## config.mk

```make
export PLATFORM = sky130hd
export DESIGN_NAME = fetch_ctrl
export DESIGN_NICKNAME = d
export VERILOG_FILES = /design/src/rtl/fetch_ctrl.sv
export SDC_FILE = /design/constraint.sdc
export NUM_CORES = 1
export LEC_CHECK = 0
export ABC_CLOCK_PERIOD_IN_PS = 1710
export BUFFER_PORTS_ARGS = -buffer_cell sky130_fd_sc_hd__buf_2
export CAP_MARGIN = 20
export CORE_MARGIN = 2
export CORE_UTILIZATION = 40
export DETAILED_ROUTE_END_ITERATION = 16
export PLACE_DENSITY_LB_ADDON = 0.25
export SETUP_SLACK_MARGIN = 0.1
export SLEW_MARGIN = 20
export SYNTH_ARGS = -nofsm -noshare
export SYNTH_HDL_FRONTEND = slang
export SYNTH_SLANG_ARGS = --single-unit
export TNS_END_PERCENT = 10
```

## constraint.sdc

```tcl
create_clock -name clk -period 1.71 [get_ports clk]
set_input_delay 0.2565 -clock clk [delete_from_list [all_inputs] [get_ports clk]]
set_output_delay 0.2565 -clock clk [all_outputs]
set_load 0.01 [all_outputs]
```

## src/rtl/fetch_ctrl.sv

```systemverilog
// +--------------------------------------------------------------------------+
// | Module      : fetch_ctrl                                                 |
// | Description : Instruction-fetch sequencing controller. Decides when the  |
// |               PC register is written and what it is loaded with. It      |
// |               handles boot delay, pipeline stalls, taken-branch          |
// |               redirects (one flush cycle) and halt/resume.               |
// | Revision    : 1.0  initial release                                       |
// +--------------------------------------------------------------------------+
// | Parameters                                                               |
// |   DATA_WIDTH    width of the PC / branch target (default 32)             |
// |   BOOT_CYCLES   post-reset cycles before the first fetch, 1..15          |
// | Ports                                                                    |
// |   clk           clock, all state changes on the rising edge              |
// |   rst           asynchronous active-high reset                           |
// |   stall_req     downstream cannot accept an instruction this cycle       |
// |   branch_taken  execute stage resolved a taken branch/jump               |
// |   branch_target redirect address, valid with branch_taken                |
// |   halt_req      freeze fetch (ecall/ebreak/debug)                        |
// |   resume        single-cycle pulse that leaves HALT                      |
// |   trigger       PC register write enable                                 |
// |   PCSrc         PC next-value select (0 = PC+4, 1 = PCTarget)            |
// |   PCTarget      latched redirect address                                 |
// |   flush         kill the instruction in fetch/decode                     |
// |   fetch_valid   fetched instruction is valid this cycle                  |
// |   halted        controller is in HALT                                    |
// |   stall_cycles  (FETCH_CTRL_PERFCNT_EN) saturating stalled-RUN count     |
// |   redirect_count(FETCH_CTRL_PERFCNT_EN) saturating REDIRECT-entry count  |
// | Optional feature macro: FETCH_CTRL_PERFCNT_EN                            |
// +--------------------------------------------------------------------------+
`default_nettype none

module fetch_ctrl #(
    parameter int DATA_WIDTH  = 32,
    parameter int BOOT_CYCLES = 2
) (
    input  logic                  clk,
    input  logic                  rst,
    input  logic                  stall_req,
    input  logic                  branch_taken,
    input  logic [DATA_WIDTH-1:0] branch_target,
    input  logic                  halt_req,
    input  logic                  resume,
    output logic                  trigger,
    output logic                  PCSrc,
    output logic [DATA_WIDTH-1:0] PCTarget,
    output logic                  flush,
    output logic                  fetch_valid,
    output logic                  halted
`ifdef FETCH_CTRL_PERFCNT_EN
    ,
    output logic [31:0]           stall_cycles,
    output logic [31:0]           redirect_count
`endif
);

    typedef enum logic [1:0] {
        ST_BOOT     = 2'd0,
        ST_RUN      = 2'd1,
        ST_REDIRECT = 2'd2,
        ST_HALT     = 2'd3
    } state_t;

    localparam logic [3:0] c_BOOT_LAST = 4'(BOOT_CYCLES - 1);

    state_t                r_state;
    logic [3:0]            r_boot_cnt;
    logic [DATA_WIDTH-1:0] r_target;
    logic                  r_run;       // registered "state is RUN"
    logic                  r_redirect;  // registered "state is REDIRECT"
    logic                  r_halted;

    // Any of these blocks the normal sequential PC advance while in RUN.
    logic w_hold;
    assign w_hold = stall_req | branch_taken | halt_req;

    // REDIRECT always writes the PC (with the target); RUN writes PC+4 only
    // when nothing holds it. Combinational on purpose: stall must act in
    // the same cycle it is raised.
    assign trigger     = r_redirect | (r_run & ~w_hold);
    assign PCSrc       = r_redirect;
    assign flush       = r_redirect;
    assign fetch_valid = r_run;
    assign halted      = r_halted;
    assign PCTarget    = r_target;

    always_ff @(posedge clk or posedge rst) begin
        if (rst) begin
            r_state    <= ST_BOOT;
            r_boot_cnt <= 4'd0;
            r_target   <= '0;
            r_run      <= 1'b0;
            r_redirect <= 1'b0;
            r_halted   <= 1'b0;
        end else begin
            case (r_state)
                ST_BOOT: begin
                    if (r_boot_cnt == c_BOOT_LAST) begin
                        r_state <= ST_RUN;
                        r_run   <= 1'b1;
                    end else begin
                        r_boot_cnt <= r_boot_cnt + 4'd1;
                    end
                end
                ST_RUN: begin
                    // halt wins over a simultaneous branch, which is dropped
                    if (halt_req) begin
                        r_state  <= ST_HALT;
                        r_run    <= 1'b0;
                        r_halted <= 1'b1;
                    end else if (branch_taken) begin
                        r_state    <= ST_REDIRECT;
                        r_target   <= branch_target;
                        r_run      <= 1'b0;
                        r_redirect <= 1'b1;
                    end
                end
                ST_REDIRECT: begin
                    r_redirect <= 1'b0;
                    if (halt_req) begin
                        r_state  <= ST_HALT;
                        r_halted <= 1'b1;
                    end else begin
                        r_state <= ST_RUN;
                        r_run   <= 1'b1;
                    end
                end
                ST_HALT: begin
                    if (resume && !halt_req) begin
                        r_state  <= ST_RUN;
                        r_run    <= 1'b1;
                        r_halted <= 1'b0;
                    end
                end
                default: begin
                    r_state    <= ST_BOOT;
                    r_boot_cnt <= 4'd0;
                    r_run      <= 1'b0;
                    r_redirect <= 1'b0;
                    r_halted   <= 1'b0;
                end
            endcase
        end
    end

`ifdef FETCH_CTRL_PERFCNT_EN
    logic [31:0] r_stall_cycles;
    logic [31:0] r_redirect_count;

    assign stall_cycles   = r_stall_cycles;
    assign redirect_count = r_redirect_count;

    // Only a pure stall counts; a branch or halt in the same cycle is
    // attributed to that event instead.
    always_ff @(posedge clk or posedge rst) begin
        if (rst) begin
            r_stall_cycles   <= 32'd0;
            r_redirect_count <= 32'd0;
        end else if (r_run) begin
            if (stall_req && !branch_taken && !halt_req &&
                (r_stall_cycles != 32'hFFFF_FFFF)) begin
                r_stall_cycles <= r_stall_cycles + 32'd1;
            end
            if (branch_taken && !halt_req &&
                (r_redirect_count != 32'hFFFF_FFFF)) begin
                r_redirect_count <= r_redirect_count + 32'd1;
            end
        end
    end
`endif

endmodule

`default_nettype wire

```

# Yosys cells after proc, flatten, opt, wreduce, memory -nomap -nowiden
# Index checks and enable logic that the tools add are counted.
# classes
multipliers	0
n_bitwise	7
shift	0
n_lt_le_gt_ge	0
muxes	18
n_reduce_logical	12
n_eq_ne	11
addsub	1
div_mod_pow	0
# ops
operator	n
$reduce_and A3 Y1	4
$mux W2	5
$ne A2 B2 Y1 const B	5
$mux W1	9
$pmux W2 S4	1
$add A4 B1 Y4 const B	1
$eq A2 B2 Y1 const B	2
$eq A4 B1 Y1 const B	1
$pmux W1 S2	2
$pmux W1 S4	1
$reduce_and A4 Y1	1
$reduce_bool A2 Y1	2
$ne A3 B3 Y1 const B	1
$not A1 Y1	3
$or A1 B1 Y1	3
$eq A2 B1 Y1 const B	1
$logic_not A2 Y1	1
$ne A2 B1 Y1 const B	1
$reduce_and A2 Y1	1
$reduce_or A2 Y1	1
$and A1 B1 Y1	1
$logic_and A1 B1 Y1	1
$logic_not A1 Y1	1
# totals
reg_bits	41
latch_bits	0
rom_bits	0
ramBits	0
memories	0
input_bits	38
word_cells	55

# Longest topological paths before layout
# Gate-level depths: netlist of the first run.
# logic_depth
word_depth	5
mapped_depth	6

# Worst setup path after synthesis of the first run
# No wires, ideal clock.
# synth_timing
path_kind	reg2reg
startpoint	register r_state[1]
endpoint	register r_state[1]
path_slack_ps	73
setup_time_ps	125
path_stages_with_launch	6
arrival_ps	1512
cell_sequence	dfrtp_1 > inv_1 > ha_1 > or3b_4 > o221a_4 > mux2_4
# synth_via
elab_chain_cells	3
word_cells_on_any_way	9
classes_between	eq/ne (6); mux (1); reduce/logical (2)
# synth_rtl
item	line	rtl
start: declaration	65	state_t r_state;
start signal: assignment	88	r_state <= ST_BOOT;
start signal: assignment	98	r_state <= ST_RUN;
start signal: assignment	107	r_state <= ST_HALT;
$eq A2 B1 Y1 (tied with other cells)	95	case (r_state)
$ne A3 B3 Y1 (no source line) or $ne A2 B2 Y1 (tied branches)	--	
$reduce_and A3 Y1 (no source line)	--	
# Several ways; a longest one is shown, not always the timed one.
# A chain may end at the register's enable or synchronous reset.

# Worst setup path in the final report of the first run
# layout_timing
startpoint	register r_state[1]
endpoint	register r_run, in the netlist fetch_valid
# layout_via
elab_chain_cells	3
word_cells_on_any_way	10
classes_between	eq/ne (7); mux (1); reduce/logical (2)
# layout_rtl
item	line	rtl
$eq A2 B1 Y1 (tied with other cells)	95	
$ne A3 B3 Y1 (no source line) or $ne A2 B2 Y1 (tied branches)	--	
$reduce_and A4 Y1 (no source line)	--	
end signal: assignment	91	r_run <= 1'b0;
end signal: assignment	99	r_run <= 1'b1;
end signal: assignment	108	r_run <= 1'b0;
end: declaration	68	logic r_run; // registered "state is RUN"
# Several ways; a longest one is shown, not always the timed one.

==> results.ini, run 1 <==
[floorplanning]
num_rows=24
io_pins=75
die_area_um2=5050
start_util_pct=41.4
core_um2=4350
die_y_um=71.1
chipWidth_um=71.1

[synthesis]
synth_cell_types=30
syn_inst=126
synth_warnings=0
syn_nets=172
synth.top_cell.area_share_pct=57.0
ys_top_cells_by_area=dfrtp_1 57%, mux2_2 19%, ha_1 5.6%
synthTopCellsByCount=41 x dfrtp_1, 30 x mux2_2, 8 x ha_1
synth_area_per_cell_um2=14.3
synth_ff_type=dfrtp_1
netlist_area_um2=1800
async_flop_share_pct=100
ys_ff_latch=41
synth-edff-count=0
synth_most_common_cell=dfrtp_1
yosysTopAreaCell=dfrtp_1
ys_seq_area_share_pct=57.0

[critical_path]
crit_type=flip-flop to flip-flop
startpoint_type=flip-flop
worstRegToRegCells=5
rr_endpoint=fetch_valid
rrSetupSlack_ps=110
cp-end-kind=flip-flop
setup.worst_path.start=r_state[1]
critPathMaxFanout=4
arrival_ps=1780
required_ps=1880
rr_startpoint=r_state[1]

[place]
detailed_place_hpwl_mm=2.91
place_ws_ps=55.2
place.gp.congestion=0.722
port_buffers=74
dp.cells=250

[drt]
drcViolationCount=0
viasPerCell=4.97
drtIter0Drc=20
vias=1297
routed_wl_mm=3.95
drt-pass1-iter-count=4
routedWlPerCell_um=15.1
antenna_left=0

[sta]
finalCriticalPeriod_ps=1600
min_period_over_period_pct=93.7
slew_headroom_pct=68.3
final.setup.worst_slack_ps=107
rsz0062_at_grt=true
tns_ps=0
timing.fmax_ghz=0.624
maxSlewViolCount=0
tightest_slew_ps=474
hold_ws_ps=177
final-setup-viol-count=0
hold_viol_final=0
finalClockSkew_ps=4.66

[min_path]
hp-class=primary input to flip-flop
holdPathStages=2
hold-path-endpoint=PCTarget[27]
hold_path_startpoint=branch_target[27]

[grt]
grt_usage_pct=15.7
antenna_found_initial=0
grt_pass1_wl_mm=6.11
grt.overflow.total=0
grt_max_degree=35
grt_pass1_vias=1281

[cells_and_area]
layout.cells.non_filler=261
antenna_cells=0
fill_cells=360
layout-drive-gt1-share_pct=62.7
area_growth_pct=31.3
num-nets-final=256
fin_util_pct=54.3

[job]
max_cap_violations=0

[power]
p_leak_nw=1.18
power_density_nw_per_um2=1820
vdd_drop_max_v=0.000784

[clock_network]
clk_latency_ps=290
numCtsBuffers=5
cts.sinks=41
clkTransAtPathRegs_ps=70
htreeDepth=2
root_buffer=clkbuf_8
cts_buffer_depth=2
cts_tree=yes

[outcome]
outcome=completed

logic make-up (layout without fill, tap and decap cells):
family / after synthesis / in the layout / synth area share [%]
adder cells (fa/ha/maj): 8 / 8 / 5.56
XOR/XNOR: 3 / 3 / 1.46
AND/OR/NAND/NOR: 16 / 17 / 6.46
flip-flops: 41 / 41 / 57.0
buffers and inverters: 12 / 94 / 3.34
AO/OA/AOI/OAI: 12 / 12 / 4.80
multiplexers: 34 / 34 / 21.4
worst max-delay path, stage by stage, from the launching register on:
cell	delay, ps
dfrtp_1	400
inv_2	100
ha_4	160
or3b_4	390
o221a_4	140
a221o_1	300
state kept, by name, summed over array words and instances (netlist names):
| name | cells |
|---|---|
| PCSrc | 1 |
| PCTarget | 32 |
| fetch_valid | 1 |
| halted | 1 |
| r_boot_cnt | 4 |
| r_state | 2 |
area by class of cell:
class / count / area [um2] / area share [%]
multi-input cells: 74 / 746 / 31.6
clock buffers: 5 / 68.8 / 2.91
flip-flops and latches: 41 / 1030 / 43.5
clock inverters: 1 / 5.00 / 0.212
well taps: 52 / 65.1 / 2.75
repair buffers: 81 / 425 / 18.0
inverters: 7 / 26.3 / 1.11
repair_timing:
item	CTS	global route
hold endpoints to repair	13	0
endpoints found under the setup margin	34	36
setup buffers	0	3
resized for setup	4	1
hold buffers	1	0
gates cloned	0	1
per-layer routing:
layer	wire length (um)	up-vias	global-route usage (%)
li1	-	608	-
met1	1660	637	19.1
met2	1980	47	26.4
met3	261	5	5.27
met4	48	0	5.24
met5	0	-	0
how the worst max path moves through the flow:
stage | end | cells past startpoint
after floorplan | r_state[1] | 5
after global placement | PCTarget[9] | 4
after detailed placement | r_state[1] | 5
after CTS | fetch_valid | 5
after global routing | PCTarget[21] | 4
final | fetch_valid | 5
cell usage in the layout (no fill, tap or decap), types with 3 or more instances in the layout:
master,count
buf_2,74
dfrtp_1,40
inv_1,5
mux2_2,30
xnor2_1,3
a21oi_1,4
clkbuf_8,5
ha_1,6
buf_4,6
o21ai_0,4
stage by stage:
step           instance area [um2]  total power, mW
6_report                      2360             4.30
5_1_grt                       2360             4.62
4_1_cts                       2330             4.27
3_5_place_dp                  2240             3.67
3_3_place_gp                  2240             3.55
2_1_floorplan                 1810             2.95
power breakdown:
group / switching, mW / internal [mW]
sequential: 0.295 / 1.47
clock: 0.303 / 0.268
combinational: 0.921 / 1.04
No activity file was read; power rests on OpenSTA's default activity.
==> run 2: changes to the inputs <==
==> constraint.sdc (replaced) <==
create_clock -name clk -period 1.71 [get_ports clk]
set_input_delay 0.2565 -clock clk [delete_from_list [all_inputs] [get_ports clk]]
set_output_delay 0.2565 -clock clk [all_outputs]
set_load 0.05 [all_outputs]
==> run 2 against run 1 <==
Net effect: sequential share of layout area is 0.30 points higher; critical path type is now flip-flop to output port; clock skew is 0.57 ps higher; register-to-register slack worse by 20 ps; highest routed layer unchanged.
==> results.ini, run 2 (same netlist as run 1, synthesis figures left out) <==
[outcome]
outcome=completed

[cells_and_area]
area_growth_pct=30.4
layout.cells.non_filler=258
antenna_cells=0
ff_latch_area_um2=1030
num-nets-final=253
fill_cells=360
final_common_cell=buf_2
multi_input_area_um2=752
layout_common_cells=74 x buf_2, 40 x dfrtp_1, 30 x mux2_2, 6 x inv_1, 6 x ha_1
largest_reg_flops=32
layout-drive-gt1-share_pct=62.1

[clock_network]
htreeDepth=2
clkTransAtPathRegs_ps=70
numCtsBuffers=5
root_buffer=clkbuf_8
cts_setup_buffers=0
cts.sinks=41
clk_latency_ps=290
cts_tree=yes
cts_buffer_depth=2

[sta]
hold_viol_final=0
tightest_slew_ps=473
tns_ps=0
slew_headroom_pct=68.3
min_period_over_period_pct=95.8
timing.fmax_ghz=0.611
rsz0062_at_grt=true
finalClockSkew_ps=5.23
finalCriticalPeriod_ps=1640
final-setup-viol-count=0
maxSlewViolCount=0

[grt]
antenna_found_initial=0
grt_pass1_wl_mm=6.11
grt_pass1_vias=1281
grt_usage_pct=15.7
grt.overflow.total=0
grt_max_degree=35

[job]
max_cap_violations=0

[floorplanning]
core_um2=4350
num_rows=24
die_area_um2=5050
chipWidth_um=71.1
io_pins=75
start_util_pct=41.4
die_y_um=71.1

[drt]
vias=1288
drt-pass1-iter-count=4
antenna_left=0
drtIter0Drc=28
routed_wl_mm=3.93
viasPerCell=4.99
routedWlPerCell_um=15.2
drcViolationCount=0

[critical_path]
critPathMaxFanout=5
startpoint_type=flip-flop
required_ps=1450
worstRegToRegCells=5
cp-end-kind=output port
crit_type=flip-flop to output port
arrival_ps=1380

[place]
place.gp.congestion=0.722
port_buffers=74
detailed_place_hpwl_mm=2.91
dp.cells=250

[min_path]
holdPathStages=2
hp-class=primary input to flip-flop

run 2: what timing repair did:
| item | in CTS | in global routing |
|---|---|---|
| endpoints found under the setup margin | 35 | 36 |
| hold buffers | 1 | 0 |
| gates cloned | 0 | 1 |
| hold endpoints to repair | 13 | 0 |
| resized for setup | 4 | 1 |
| pin swaps | 0 | 0 |
run 2: final timing paths:
check / to / slack, ps / startpoint
setup / recovery: trigger / 70 / fetch_valid
hold / removal: PCTarget[27] / 180 / branch_target[27]
setup reg to reg: fetch_valid / 90 / r_state[1]
hold reg to reg: PCTarget[9] / 490 / PCTarget[9]
max in group asynchronous: PCTarget[18] / 840 / rst
min in group asynchronous: fetch_valid / 530 / rst
run 2: worst max-delay path, stage by stage, from the launching register on:
cell     delay, ps
dfrtp_1        440
nor4b_2        180
or2_2          270
buf_2          210
run 2: cell type report:
type,instances,share of cell area (%)
Sequential cell,41,43.8
Multi-Input combinational cell,74,32.0
Timing Repair Buffer,78,17.2
Clock buffer,5,2.93
Tap cell,52,2.77
Inverter,7,1.12
Clock inverter,1,0.213
run 2: through the flow:
stage | hold slack [ps] | area [um2] | worst slack (ps) | util (%)
2_1_floorplan | 388 | 1810 | 117 | -
3_3_place_gp | 294 | 2240 | 117 | 51.4
3_5_place_dp | 299 | 2240 | 55.2 | 51.4
4_1_cts | 171 | 2330 | 76.3 | 53.5
5_1_grt | 177 | 2350 | 5.28 | 53.9
6_report | 177 | 2350 | 72.4 | 53.9
run 2: metal layers:
metal	vias up	wire, um	part of all wire [%]	track usage [%]
li1	599	-	-	-
met1	630	1630	41	19.1
met2	54	1960	50	26.4
met3	5	300	7.6	5.27
met4	0	48	1.2	5.24
met5	-	0	0	0
Power of run 2 is left out: the tool's default activity adds up to more than one toggle a clock period on the data nets, which glitch-free logic cannot reach.
==> run 3: changes to the inputs <==
CORE_MARGIN = 5   (was 2)
CTS_BUF_LIST = sky130_fd_sc_hd__clkbuf_4   (was not set)
==> run 3 against run 2 <==
Net effect: sequential share of layout area barely moved; count of clock-buffer cells in the layout did not move; maximum frequency barely moved; highest routed layer unchanged.
==> results.ini, run 3 (same netlist as run 1, synthesis figures left out) <==
[critical_path]
critPathMaxFanout=3
rr_startpoint=r_state[1]
cp-end-kind=output port
worstPathCellList=nor4b_2, or2_2, buf_6
slowest_stage=dfrtp_1
required_ps=1450
critPathMaxStageDelay_ps=430
arrival_ps=1380
crit_type=flip-flop to output port
setup.worst_path.start=fetch_valid
worstRegToRegCells=5
startpoint_type=flip-flop

[cells_and_area]
layout-drive-gt1-share_pct=62.9
antenna_cells=0
area_growth_pct=30.3
largest_reg_flops=32
final_common_cell=buf_2
layout_common_cells=73 x buf_2, 41 x dfrtp_1, 30 x mux2_2, 6 x ha_1, 6 x buf_4
num-nets-final=255
fin_util_pct=53.9

[grt]
antenna_found_initial=0
grt.overflow.total=0
grt_pass1_wl_mm=6.40
met1_usage_pct=16.6
grt_usage_pct=13.3
grt.met2_usage_pct=21.0
grt_pass1_vias=1360
grt-busiest-layer=met2
grt_use_met3_pct=5.15
grt_max_degree=42

[outcome]
outcome=completed

[floorplanning]
chipWidth_um=77.1
die_y_um=77.1
io_pins=75
die_area_um2=5940
start_util_pct=41.4
num_rows=24
core_um2=4350

[place]
port_buffers=74
detailed_place_hpwl_mm=2.79
place.gp.congestion=0.733

[drt]
antenna_left=0
routed_wl_mm=3.92
vias=1284
drt-pass1-iter-count=4
drcViolationCount=0
routedWlPerCell_um=15.0
drtIter0Drc=47
viasPerCell=4.90

[job]
max_cap_violations=0

[sta]
final-setup-viol-count=0
finalClockSkew_ps=1.74
min_period_over_period_pct=95.7
hold_viol_final=0
timing.fmax_ghz=0.611
tns_ps=0
slew_headroom_pct=65.8
tightest_slew_ps=513
rsz0062_at_grt=true
finalCriticalPeriod_ps=1640
maxSlewViolCount=0

[clock_network]
clkTransAtPathRegs_ps=120
cts_buffer_depth=2
cts_hold_buf=0
numCtsBuffers=5
cts_tree=yes
htreeDepth=2
cts.sinks=41
clk_latency_ps=350
root_buffer=clkbuf_4

[min_path]
hp-class=primary input to asynchronous set/reset pin

==> run 3: layout make-up <==
class	count	area [um2]
tap	52	65.1
sequential	41	1030
timing repair buffer	80	422
multi-input combinational	74	752
fill	388	2010
clock inverter	3	17.5
clock buffer	5	37.5
inverter	7	26.3
==> run 3: final timing paths <==
| path | end | slack, ps |
|---|---|---|
| setup / recovery | trigger | 70 |
| hold / removal | PCTarget[13] | 10 |
| setup reg to reg | r_state[1] | 100 |
| hold reg to reg | PCTarget[9] | 500 |
| max in group asynchronous | PCTarget[16] | 1350 |
| min in group clk | PCTarget[9] | 110 |
==> run 3: metrics by stage <==
stage	cell area, um2	cells	worst slack [ps]	hold slack (ps)
finish	2350	262	73.0	12.2
CTS	2310	259	30.9	19.4
global route	2350	262	18.3	48.1
global placement	2230	249	112	404
floorplan	1810	126	117	388
detailed placement	2230	249	50.3	408
==> run 3: timing repair <==
item | in CTS | in global routing
gates resized for setup | 1 | 6
cloned | 1 | 0
buffers inserted | 1 | 3
endpoints found under the setup margin | 35 | 20
==> run 3: metal layers <==
metal	part of all wire (%)	wire length, um
met1	42	1660
met2	46	1810
met3	9.6	375
met4	1.9	74
met5	0	0
==> run 3: worst max-delay path, delay by kind of cell (launching register included) <==
kind | cells | cell delay [ps]
buffers and inverters | 1 | 160
flip-flops | 1 | 430
AND/OR/NAND/NOR | 2 | 450
Power of run 3 is left out for the same reason.
